**src/rtl/vis_pkg.sv**
```systemverilog
// Shared types and helpers for the bar-graph visualizer: pixel colour struct,
// fixed colours and the magnitude-to-height scaling.
package vis_pkg;

  typedef struct packed {
    logic [7:0] r;
    logic [7:0] g;
    logic [7:0] b;
  } rgb_t;

  localparam rgb_t BLACK   = 24'h000000;
  localparam rgb_t WHITE   = 24'hFFFFFF;
  localparam rgb_t BG      = 24'h000020;
  localparam rgb_t BAR_TOP = 24'hFFFF00;
  localparam rgb_t BAR_LOW = 24'h00FF00;

  localparam int MAX_MAG_W = 16;

  // h = (m * v_res) >> mag_w; the product is wide enough for any MAG_W up to MAX_MAG_W
  function automatic logic [9:0] bar_height(input logic [MAX_MAG_W-1:0] m,
                                            input int mag_w,
                                            input logic [9:0] v_res);
    logic [MAX_MAG_W+9:0] prod;
    prod = {10'd0, m} * {{MAX_MAG_W{1'b0}}, v_res};
    return 10'(prod >> mag_w);
  endfunction

endpackage

```
**src/rtl/vga_bar_renderer_if.sv**
```systemverilog
// Magnitude write port: valid/ready handshake carrying a channel and a magnitude.
interface vga_bar_renderer_if #(
  parameter int NUM_BARS = 16,
  parameter int MAG_W    = 8
);
  // one spare channel bit so out-of-range channels can actually be presented
  localparam int CHAN_W = $clog2(NUM_BARS) + 1;

  logic              mag_valid;
  logic              mag_ready;
  logic [CHAN_W-1:0] mag_chan;
  logic [MAG_W-1:0]  mag_data;

  modport master (output mag_valid, output mag_chan, output mag_data, input mag_ready);
  modport slave  (input mag_valid, input mag_chan, input mag_data, output mag_ready);
endinterface

```
**src/rtl/bar_peak_bank.sv**
```systemverilog
// Shadow/live/peak magnitude storage: write handshake into the shadow bank,
// shadow-to-live copy and peak-hold decay on each frame start.
module bar_peak_bank
  import vis_pkg::*;
#(
  parameter int NUM_BARS     = 16,
  parameter int MAG_W        = 8,
  parameter int DECAY_FRAMES = 4
) (
  input  logic                        Clk,
  input  logic                        Reset,
  input  logic                        frame_start,
  vga_bar_renderer_if.slave           mag,
  input  logic [$clog2(NUM_BARS)-1:0] rd_idx,
  output logic [MAG_W-1:0]            live_mag,
  output logic [MAG_W-1:0]            peak_mag
);

  localparam int IDX_W  = $clog2(NUM_BARS);
  localparam int CHAN_W = $clog2(NUM_BARS) + 1;
  localparam int DCNT_W = (DECAY_FRAMES > 1) ? $clog2(DECAY_FRAMES) : 1;
  localparam logic [CHAN_W-1:0] CHAN_END  = CHAN_W'(NUM_BARS);
  localparam logic [DCNT_W-1:0] DCNT_LAST = DCNT_W'(DECAY_FRAMES - 1);

  logic [MAG_W-1:0]  shadow [NUM_BARS];
  logic [MAG_W-1:0]  live   [NUM_BARS];
  logic [MAG_W-1:0]  peak   [NUM_BARS];
  logic [DCNT_W-1:0] dcnt;
  logic              rdy_q;
  logic              wr_en;

  function automatic logic [MAG_W-1:0] max_mag(input logic [MAG_W-1:0] a,
                                               input logic [MAG_W-1:0] b);
    return (a > b) ? a : b;
  endfunction

  // the frame_start cycle is reserved for the bank swap, so writes stall there
  assign mag.mag_ready = rdy_q && !frame_start;
  assign wr_en = mag.mag_valid && mag.mag_ready && (mag.mag_chan < CHAN_END);

  always_ff @(posedge Clk or posedge Reset) begin
    if (Reset) begin
      rdy_q <= 1'b0;
      dcnt  <= '0;
      for (int i = 0; i < NUM_BARS; i++) begin
        shadow[i] <= '0;
        live[i]   <= '0;
        peak[i]   <= '0;
      end
    end else begin
      rdy_q <= 1'b1;
      if (wr_en) shadow[mag.mag_chan[IDX_W-1:0]] <= mag.mag_data;
      if (frame_start) begin
        dcnt <= (dcnt == DCNT_LAST) ? '0 : dcnt + DCNT_W'(1);
        for (int i = 0; i < NUM_BARS; i++) begin
          live[i] <= shadow[i];
          if (shadow[i] >= peak[i])
            peak[i] <= shadow[i];
          else if (dcnt == DCNT_LAST)
            peak[i] <= max_mag(peak[i] - MAG_W'(1), shadow[i]);
        end
      end
    end
  end

  assign live_mag = live[rd_idx];
  assign peak_mag = peak[rd_idx];

endmodule

```
**src/rtl/vga_bar_renderer.sv**
```systemverilog
// N-channel bar-graph pixel generator: 2-stage pixel pipeline over bar_peak_bank.
// Define BAR_MIRROR_EN to mirror bars and peak markers about the screen centre line.
module vga_bar_renderer
  import vis_pkg::*;
#(
  parameter int NUM_BARS     = 16,
  parameter int MAG_W        = 8,
  parameter int H_RES        = 640,
  parameter int V_RES        = 480,
  parameter int GAP_PX       = 2,
  parameter int PEAK_PX      = 2,
  parameter int DECAY_FRAMES = 4
) (
  input  logic              Clk,
  input  logic              Reset,
  input  logic              pix_en,
  input  logic              frame_start,
  input  logic [9:0]        DrawX,
  input  logic [9:0]        DrawY,
  input  logic              blank,
  vga_bar_renderer_if.slave mag,
  output logic [7:0]        Red,
  output logic [7:0]        Green,
  output logic [7:0]        Blue
);

  localparam int BAR_W = H_RES / NUM_BARS;
  localparam int IDX_W = $clog2(NUM_BARS);
  localparam int CNT_W = $clog2(NUM_BARS + 1);
  localparam int OFF_W = $clog2(BAR_W);
  localparam logic [CNT_W-1:0] BAR_END  = CNT_W'(NUM_BARS);
  localparam logic [OFF_W-1:0] OFF_LAST = OFF_W'(BAR_W - 1);
  localparam logic [OFF_W-1:0] OFF_GAP  = OFF_W'(BAR_W - GAP_PX);
  localparam logic [9:0]       Y_RES    = 10'(V_RES);
  localparam logic [9:0]       Y_RED    = 10'(V_RES / 3);
  localparam logic [9:0]       PK       = 10'(PEAK_PX);

  function automatic logic [9:0] sub_floor(input logic [9:0] a, input logic [9:0] b);
    return (a > b) ? a - b : 10'd0;
  endfunction

  logic [CNT_W-1:0] idx_p1, idx_nx;
  logic [OFF_W-1:0] off_p1, off_nx;
  logic [9:0]       y_p1;
  logic             blank_p1;
  logic             vld_p1;
  logic [IDX_W-1:0] rd_idx;
  logic [MAG_W-1:0] live_mag, peak_mag;
  logic [9:0]       h_live, h_peak;
  logic             in_peak, in_body;
  rgb_t             colour;
  rgb_t             rgb_p2;

  bar_peak_bank #(
    .NUM_BARS    (NUM_BARS),
    .MAG_W       (MAG_W),
    .DECAY_FRAMES(DECAY_FRAMES)
  ) u_bank (
    .Clk        (Clk),
    .Reset      (Reset),
    .frame_start(frame_start),
    .mag        (mag),
    .rd_idx     (rd_idx),
    .live_mag   (live_mag),
    .peak_mag   (peak_mag)
  );

  // bar index/offset follow the previous pixel; the index stops at NUM_BARS past the last slot
  always_comb begin
    idx_nx = idx_p1;
    off_nx = off_p1;
    if (DrawX == 10'd0) begin
      idx_nx = '0;
      off_nx = '0;
    end else if (off_p1 == OFF_LAST) begin
      off_nx = '0;
      if (idx_p1 != BAR_END) idx_nx = idx_p1 + CNT_W'(1);
    end else begin
      off_nx = off_p1 + OFF_W'(1);
    end
  end

  // ---- stage 1: coordinate decode ----
  always_ff @(posedge Clk or posedge Reset) begin
    if (Reset) begin
      idx_p1   <= '0;
      off_p1   <= '0;
      y_p1     <= '0;
      blank_p1 <= 1'b0;
      vld_p1   <= 1'b0;
    end else if (pix_en) begin
      idx_p1   <= idx_nx;
      off_p1   <= off_nx;
      y_p1     <= DrawY;
      blank_p1 <= blank;
      vld_p1   <= 1'b1;
    end
  end

  assign rd_idx = (idx_p1 < BAR_END) ? idx_p1[IDX_W-1:0] : '0;
  assign h_live = bar_height(MAX_MAG_W'(live_mag), MAG_W, Y_RES);
  assign h_peak = bar_height(MAX_MAG_W'(peak_mag), MAG_W, Y_RES);

`ifdef BAR_MIRROR_EN
  localparam logic [9:0] Y_MID = 10'(V_RES / 2);
  logic [9:0] hl, hp, up_hi;
  assign hl      = h_live >> 1;
  assign hp      = h_peak >> 1;
  assign up_hi   = Y_MID - hp;
  assign in_body = (y_p1 >= Y_MID - hl) && (y_p1 < Y_MID + hl);
  assign in_peak = ((y_p1 >= sub_floor(up_hi, PK)) && (y_p1 < up_hi)) ||
                   ((y_p1 >= Y_MID + hp) && (y_p1 < Y_MID + hp + PK));
`else
  logic [9:0] pk_hi;
  assign pk_hi   = Y_RES - h_peak;
  assign in_peak = (y_p1 >= sub_floor(pk_hi, PK)) && (y_p1 < pk_hi);
  assign in_body = y_p1 >= Y_RES - h_live;
`endif

  always_comb begin
    colour = BG;
    if (!vld_p1 || !blank_p1 || (idx_p1 >= BAR_END) || (off_p1 >= OFF_GAP))
      colour = BLACK;
    else if (in_peak)
      colour = WHITE;
    else if (in_body)
      colour = (y_p1 < Y_RED) ? BAR_TOP : BAR_LOW;
  end

  // ---- stage 2: colour register ----
  always_ff @(posedge Clk or posedge Reset) begin
    if (Reset)       rgb_p2 <= BLACK;
    else if (pix_en) rgb_p2 <= colour;
  end

  assign Red   = rgb_p2.r;
  assign Green = rgb_p2.g;
  assign Blue  = rgb_p2.b;

endmodule

```
**src/flat_wrapper.sv**
```systemverilog
// flat-port wrapper written by rule: the top's interface ports become plain ports
module vga_bar_renderer_flat import vis_pkg::*;
#(
  parameter int NUM_BARS     = 16,
  parameter int MAG_W        = 8,
  parameter int H_RES        = 640,
  parameter int V_RES        = 480,
  parameter int GAP_PX       = 2,
  parameter int PEAK_PX      = 2,
  parameter int DECAY_FRAMES = 4
)
  (Clk, Reset, pix_en, frame_start, DrawX, DrawY, blank, Red, Green, Blue, mag_mag_valid, mag_mag_chan, mag_mag_data, mag_mag_ready);
  vga_bar_renderer_if #(.NUM_BARS(NUM_BARS), .MAG_W(MAG_W)) mag_i ();
  input  logic Clk;
  input  logic Reset;
  input  logic pix_en;
  input  logic frame_start;
  input  logic [9:0] DrawX;
  input  logic [9:0] DrawY;
  input  logic blank;
  output logic [7:0] Red;
  output logic [7:0] Green;
  output logic [7:0] Blue;
  input wire logic [$bits(mag_i.mag_valid)-1:0] mag_mag_valid;
  input wire logic [$bits(mag_i.mag_chan)-1:0] mag_mag_chan;
  input wire logic [$bits(mag_i.mag_data)-1:0] mag_mag_data;
  output wire logic [$bits(mag_i.mag_ready)-1:0] mag_mag_ready;
  assign mag_i.mag_valid = mag_mag_valid;
  assign mag_i.mag_chan = mag_mag_chan;
  assign mag_i.mag_data = mag_mag_data;
  assign mag_mag_ready = mag_i.mag_ready;
  vga_bar_renderer #(.NUM_BARS(NUM_BARS), .MAG_W(MAG_W), .H_RES(H_RES), .V_RES(V_RES), .GAP_PX(GAP_PX), .PEAK_PX(PEAK_PX), .DECAY_FRAMES(DECAY_FRAMES)) u_core (.Clk(Clk), .Reset(Reset), .pix_en(pix_en), .frame_start(frame_start), .DrawX(DrawX), .DrawY(DrawY), .blank(blank), .mag(mag_i), .Red(Red), .Green(Green), .Blue(Blue));
endmodule
```
**config.mk**
```make
export PLATFORM = sky130hd
export DESIGN_NAME = vga_bar_renderer_flat
export DESIGN_NICKNAME = d
export VERILOG_FILES = /design/src/rtl/vis_pkg.sv /design/src/rtl/vga_bar_renderer_if.sv /design/src/rtl/bar_peak_bank.sv /design/src/rtl/vga_bar_renderer.sv /design/src/flat_wrapper.sv
export SDC_FILE = /design/constraint.sdc
export NUM_CORES = 2
export LEC_CHECK = 0
export CAP_MARGIN = 5
export CORE_MARGIN = 8
export CORE_UTILIZATION = 31
export CTS_CLUSTER_DIAMETER = 50
export DETAILED_ROUTE_END_ITERATION = 8
export DONT_BUFFER_PORTS = 1
export PLACE_DENSITY = 0.46
export SLEW_MARGIN = 20
export SYNTH_ARGS = -nofsm -noshare
export SYNTH_HDL_FRONTEND = slang
export SYNTH_SLANG_ARGS = --single-unit
```
**constraint.sdc**
```tcl
create_clock -name Clk -period 17.6 [get_ports Clk]
set_input_delay 1.76 -clock Clk [delete_from_list [all_inputs] [get_ports Clk]]
set_output_delay 1.76 -clock Clk [all_outputs]
set_load 0.01 [all_outputs]
```
Word level (Yosys, flattened, before mapping)
Cells that the tools add are included.
- bits in registers: 434
- output and inout port bits: 25
- word-level logic and storage cells: 247
- $add $sub $neg: 22
- multiply operators: 2
- order comparisons: 44
- eq/ne operators: 3
- mux-type cells: 69
- bitwise logic cells: 2
- reductions and logical operators: 47
- operator list (cell ; count):
    two-way mux 8 bit ; 53
    bitwise mux 128 bit ; 1
    greater-or-equal comparator 8 bit ; 16
    > comparator 8 bit ; 16
    subtractor 8 x 1 -> 8 bit, second input constant ; 16
    two-way mux 24 bit ; 4
    binary-select mux 8 bit (select 4 bit) ; 2
    nonzero test 2 bit ; 18
    demux 8 bit (select 4 bit) ; 1
    AND reduction 2 bit ; 16
    multiplier 8 x 4 -> 12 bit, second input constant ; 2
    greater-or-equal comparator 10 bit ; 2
    subtractor 9 x 9 -> 10 bit, first input constant ; 2
    greater-or-equal comparator 5 bit, second input constant ; 3
    two-way mux 5 bit ; 3
    two-way mux 6 bit ; 2
    > comparator 10 x 2 -> 1 bit, second input constant ; 1
    logical NOT 10 bit ; 1
    < comparator 10 bit ; 1
    < comparator 10 x 8 -> 1 bit, second input constant ; 1
    < comparator 5 bit, second input constant ; 2
    two-way mux 10 bit ; 1
    NOT 4 -> 5 bit ; 2
    subtractor 10 x 2 -> 10 bit, second input constant ; 1
    other kinds (14) ; 22

Logic depth before layout (Yosys ltp)
- depth in word-level cells: 14
- depth in mapped cells: 36
- depth with buffers taken out: 33

Modules after synthesis
A second synthesis with hierarchy kept.
- cell total of the unflattened synthesis: 2937
- area, all modules: 30684.4 um^2
- modules (own cells, without submodules) (module ; times used ; cells each ; area each (um^2) ; sequential area each (um^2)):
    bar_peak_bank ; 1 ; 2493 ; 26510.4 ; 9684.3
    vga_bar_renderer ; 1 ; 444 ; 4174.0 ; 675.6

Worst setup path before layout
OpenSTA, ideal clock, no wires.
- path type: register to register
- from: register u_core.idx_p1[0]
- to: register u_core.rgb_p2, in the netlist u_core.Blue[5]
- library setup time: 144 ps
- arrival: 6868 ps
- path slack: 10588 ps
- cell stages (with the launch flop): 34
- cell sequence: dfrtp_1 buf_2 clkbuf_1 buf_1 buf_2 buf_2 o22ai_1 a211oi_1 nor3_1 a31oi_1 inv_1 fa_1 fa_1 inv_1 ha_1 o2111ai_2 and2_4 a211o_1 xnor2_4 nor3b_2 xnor2_1 or3_1 buf_6 nor2b_4 ha_1 nand2b_1 a21oi_1 nor2b_1 o21ai_0 nand2b_1 a211oi_1 o21ai_0 nand3_1 o221ai_1
- word-level cells in the longest chain between the ends: 14
- RTL lines (item ; line ; RTL):
    start: declaration ; vga_bar_renderer.sv:42 ; logic [CNT_W-1:0] idx_p1, idx_nx;
    start signal: assignment ; vga_bar_renderer.sv:92 ; idx_p1 <= idx_nx;
    < comparator 5 bit ; vga_bar_renderer.sv:100 ; assign rd_idx = (idx_p1 < BAR_END) ? idx_p1[IDX_W-1:0] : '0;
    two-way mux 4 bit ; vga_bar_renderer.sv:100 ;
    NOT 4 -> 5 bit (implied by the code) ; bar_peak_bank.sv:66, bar_peak_bank.sv:67 ;
    binary-select mux 8 bit (select 4 bit) ; bar_peak_bank.sv:67 ; assign peak_mag = peak[rd_idx];
    two-way mux 8 bit (implied by the code) (2 in series) ; bar_peak_bank.sv:67 ;
    multiplier 8 x 4 -> 12 bit ; vis_pkg.sv:24 ; prod = {10'd0, m} * {{MAX_MAG_W{1'b0}}, v_res};
    subtractor 9 x 9 -> 10 bit ; vga_bar_renderer.sv:115 ; assign pk_hi = Y_RES - h_peak;
    subtractor 10 x 2 -> 10 bit or > comparator 10 x 2 -> 1 bit (tied branches) ; vga_bar_renderer.sv:39 ; return (a > b) ? a - b : 10'd0;
    two-way mux 10 bit ; vga_bar_renderer.sv:39 ;
    greater-or-equal comparator 10 bit ; vga_bar_renderer.sv:116 ; assign in_peak = (y_p1 >= sub_floor(pk_hi, PK)) && (y_p1 < pk_hi);
    logical AND 1 bit ; vga_bar_renderer.sv:116 ;
    two-way mux 24 bit ; vga_bar_renderer.sv:124 ; else if (in_peak)
    two-way mux 24 bit (*) ; vga_bar_renderer.sv:122 ; if (!vld_p1 || !blank_p1 || (idx_p1 >= BAR_END) || (off_p1 >= OFF_GAP))
    end signal: assignment ; vga_bar_renderer.sv:133 ; else if (pix_en) rgb_p2 <= colour;
    end: declaration ; vga_bar_renderer.sv:52 ; rgb_t rgb_p2;
Mark *: on every way between the ends. The rest lies on a longest branch, timed or not. The select of a mux whose other input is x is not followed.
A chain may end at the register's enable or synchronous reset.

Final worst setup path
- from: register u_core.idx_p1[1]
- to: register u_core.rgb_p2, in the netlist u_core.Red[6]
Same word-level chain as after synthesis.

==> metrics.md <==
| Metric | Value |
|---|---|
| Most frequent cell after synthesis | dfrtp_1 |
| Net Count, Synth | 3607 |
| Layout cells sized above 1 | around 14% |
| Largest net degree at the start of global routing | about 150 |
| Post-CTS Setup Inserts | 0 |
| Met3 GRT Util | about 2.5% |
| GR peak layer | met2 |
| CTS max path bufs | 3 |
| M2 GR Usage | approximately 28% |
| Die W | roughly 330 um |
| CTS-repair resized insts | 0 |
| GRT Residual Overflow | 0 |
| Upper clock frequency limit | ~120 MHz |
| First DRT Iteration DRCs | 1459 |
| Crit path max-delay cell type | dfrtp_2 |
| Pins Over Slew Limit | 0 |
| Final-stage net count | approximately 3600 |
| Starting Density | 31.3% |
| Slowest cell delay on critical path | roughly 700 ps |
| Required time worst endpoint | 18060 ps |
| Netlist Area Pre-Place | 30200 sq um |
| Setup TNS | 0 ps |
| Synth warn | 0 |
| Clock root buffer master | clkbuf_16 |
| Drt drc | 0 |
| Antenna cells | 0 |
| Dominant cells by area after synthesis | dfrtp_1, ha_1, mux2_2 |
| Cell taking the most area after synthesis | dfrtp_1 |
| Final period util | a little under half |
| CP startpoint kind | flop |
| Critical path endpoint category | flop |
| Setup Slack @ Placement | approximately 9200 ps |
| Clk_lat worst skew | between 600 and 700 ps |
| Final ANT Viol Nets | 0 |
| Relative max-transition margin | approximately 25% |
| Die area | about 110000 sq um |
| Area growth syn-to-layout | 12.6% |
| Vias | between 20000 and 25000 |
| RSZ-0062 raised after global routing | no |
| Final worst clock skew | 32.4 ps |
| DR pass1 iterations | 6 |
| Post-synth top area share | roughly a third |
| Cell Count, Final, Fillers Out | ~4500 |
| Met1 usage in global routing | 23.7% |
| Final setup margin | just over 9000 ps |
| Syn Inst Count | 3206 |
| Power density over the cells | around 220 nW/um^2 |
| TritonCTS Buffers | 73 |
| Cts hold-fix bufs | 0 |
| Final core utilization | approximately a third |
| Worst-path fanout max | 59 |
| Crit path arrival time | ~9000 ps |
| Synth cell types | 73 |
| First-pass GRT wire length | around 140000 um |
| Via density | approximately 5.1 |
| Final number of hold-violating endpoints | 0 |
| Clock sink total | just over 400 |
| Final setup viols | 0 |
| Clock transition at the registers of the reported paths | approximately 50 ps |
| Num ports | 64 |
| Gp weighted congestion | 0.840 |
| Synth Flop Type | dfrtp_1 |
| GRT Util Overall | between 10% and 20% |
| Std-Cell Core Area | just under 100000 sq um |
| Pleak | about 16 nW |
| Post-synthesis async set-or-reset flop share | 100% |
| Wirelength per Cell | ~20 um |
| Status | completed |
| Sequential share of the synthesized area | between 30% and 40% |
| Filler cell count | approximately 9800 |
| Tightest Hold Check Type | flop to flop |
| Worst slew pin tran | ~1100 ps |
| Synth cell count leaders | dfrtp_1, inv_1, ha_1 |
| Initial antenna violation count | 3 |
| Rows | between 100 and 150 |
| Cells after DPL | between 4000 and 5000 |
| Tmin final | around 8400 ps |
| Final wirelength | a little over 90000 um |
| Post-DP HPWL | roughly 67000 um |
| Die Span Y | 328 um |
| Max_cap viols | 0 |
| Max IR drop VDD | around 0.18 mV |
| Port bufs | 0 |
| Vias in the first global route | roughly 23000 |
| Crit Path Class | flop to flop |
| Seq cells post-synth | 414 |
| Number of enable flip-flop cells after synthesis | 0 |
| Max H-tree Level | 3 |
| Syn Area/Cell | 9.42 sq um |
| TritonCTS clock tree | built |
## critical path, delay by kind of cell (launching register included)
kind | cells | cell delay (ps)
compound gates | 9 | 2480
xor+xnor | 2 | 420
fa+ha+maj | 4 | 1280
buf+inv | 2 | 650
flops | 1 | 700
simple gates | 14 | 2660
## worst paths after layout
kind                             startpoint  cells after the start  slack [ps]                  endpoint
max                        u_core.idx_p1[1]                     31        9220             u_core.Red[6]
min reg2reg                   u_core.vld_p1                      1         470             u_core.vld_p1
max in group asynchronous             Reset                      3       14240   u_core.u_bank.peak[112]
min                           u_core.vld_p1                      1         470             u_core.vld_p1
max reg2reg                u_core.idx_p1[1]                     31        9220             u_core.Red[6]
min in group asynchronous             Reset                      1        1160  u_core.u_bank.shadow[80]
## state kept, by name, indices dropped and copies added (netlist names)
signal and count:
u_core.off_p1 6, u_core.Blue 2, u_core.Red 1, u_core.blank_p1 1
u_core.vld_p1 1, u_core.u_bank.peak 128, u_core.u_bank.dcnt 2, u_core.u_bank.rdy_q 1
u_core.y_p1 10, u_core.idx_p1 5, u_core.u_bank.shadow 128, u_core.Green 1
u_core.u_bank.live 128
## layout make-up
| type | count | area (sq um) | share of cell area, % |
|---|---|---|---|
| multi-input cells | 2313 | 18000 | 53.0 |
| well taps | 1276 | 1600 | 4.69 |
| clock buffers | 87 | 1980 | 5.82 |
| clock inverters | 45 | 547 | 1.61 |
| flip-flops and latches | 414 | 10400 | 30.5 |
| repair buffers | 24 | 180 | 0.530 |
| inverters | 350 | 1320 | 3.88 |
## per-stage QoR
stage / power [W] / instance area, sq um / hold slack (ps)
CTS: 0.00747 / 34000 / 470
detailed placement: 0.00595 / 31400 / 451
global route: 0.00822 / 34000 / 495
global placement: 0.00596 / 31400 / 453
finish: 0.00740 / 34000 / 475
floorplan: 0.00489 / 30200 / 437
## cells by family (layout without fill, tap and decap cells)
family / after synthesis / count (layout) / share of synthesized area, %
mux: 377 / 377 / 13.6
xor+xnor: 132 / 132 / 3.89
buf+inv: 479 / 506 / 6.25
other cells: 1 / 1 / 0.0124
fa+ha+maj: 362 / 362 / 15.5
simple gates: 681 / 681 / 10.6
compound gates: 760 / 760 / 15.7
flops: 414 / 414 / 34.3
## placed cells by master (no fill, tap or decap), types with 13 or more instances in the layout
cell type | synthesis | final
xnor2_1 | 101 | 101
a21o_1 | 71 | 71
a211oi_1 | 17 | 17
xor2_1 | 30 | 30
inv_1 | 349 | 348
a21oi_1 | 163 | 163
inv_6 | 0 | 16
clkbuf_16 | 0 | 74
nand2b_1 | 31 | 30
nand2_1 | 201 | 201
o22ai_1 | 48 | 48
o221ai_1 | 14 | 14
nor2_1 | 151 | 150
or3_1 | 23 | 23
mux2_2 | 258 | 258
nor3_1 | 94 | 93
o41ai_1 | 17 | 17
fa_1 | 22 | 22
nor4_1 | 19 | 19
buf_4 | 20 | 24
a31oi_1 | 22 | 22
o21ai_0 | 239 | 239
a211o_1 | 24 | 24
mux2i_1 | 117 | 117
o21ai_2 | 0 | 13
o21a_1 | 21 | 21
nor2b_1 | 21 | 19
ha_1 | 340 | 340
o211ai_1 | 15 | 15
nand3_1 | 89 | 89
o2bb2ai_1 | 21 | 21
dfrtp_1 | 414 | 412
## metal layers
| metal | vias to the layer above | routed length [um] |
|---|---|---|
| met1 | 11300 | 44400 |
| met5 | - | 0 |
| met3 | 83 | 3140 |
| li1 | 11300 | - |
| met4 | 0 | 1510 |
| met2 | 332 | 42300 |
## report_power, final
group          internal, W  switching (W)  total [W]
clock network     0.000914       0.000562    0.00148
registers          0.00115       0.000307    0.00146
logic              0.00190        0.00256    0.00446
total              0.00397        0.00343    0.00740
(Power assumes the default switching activity.)
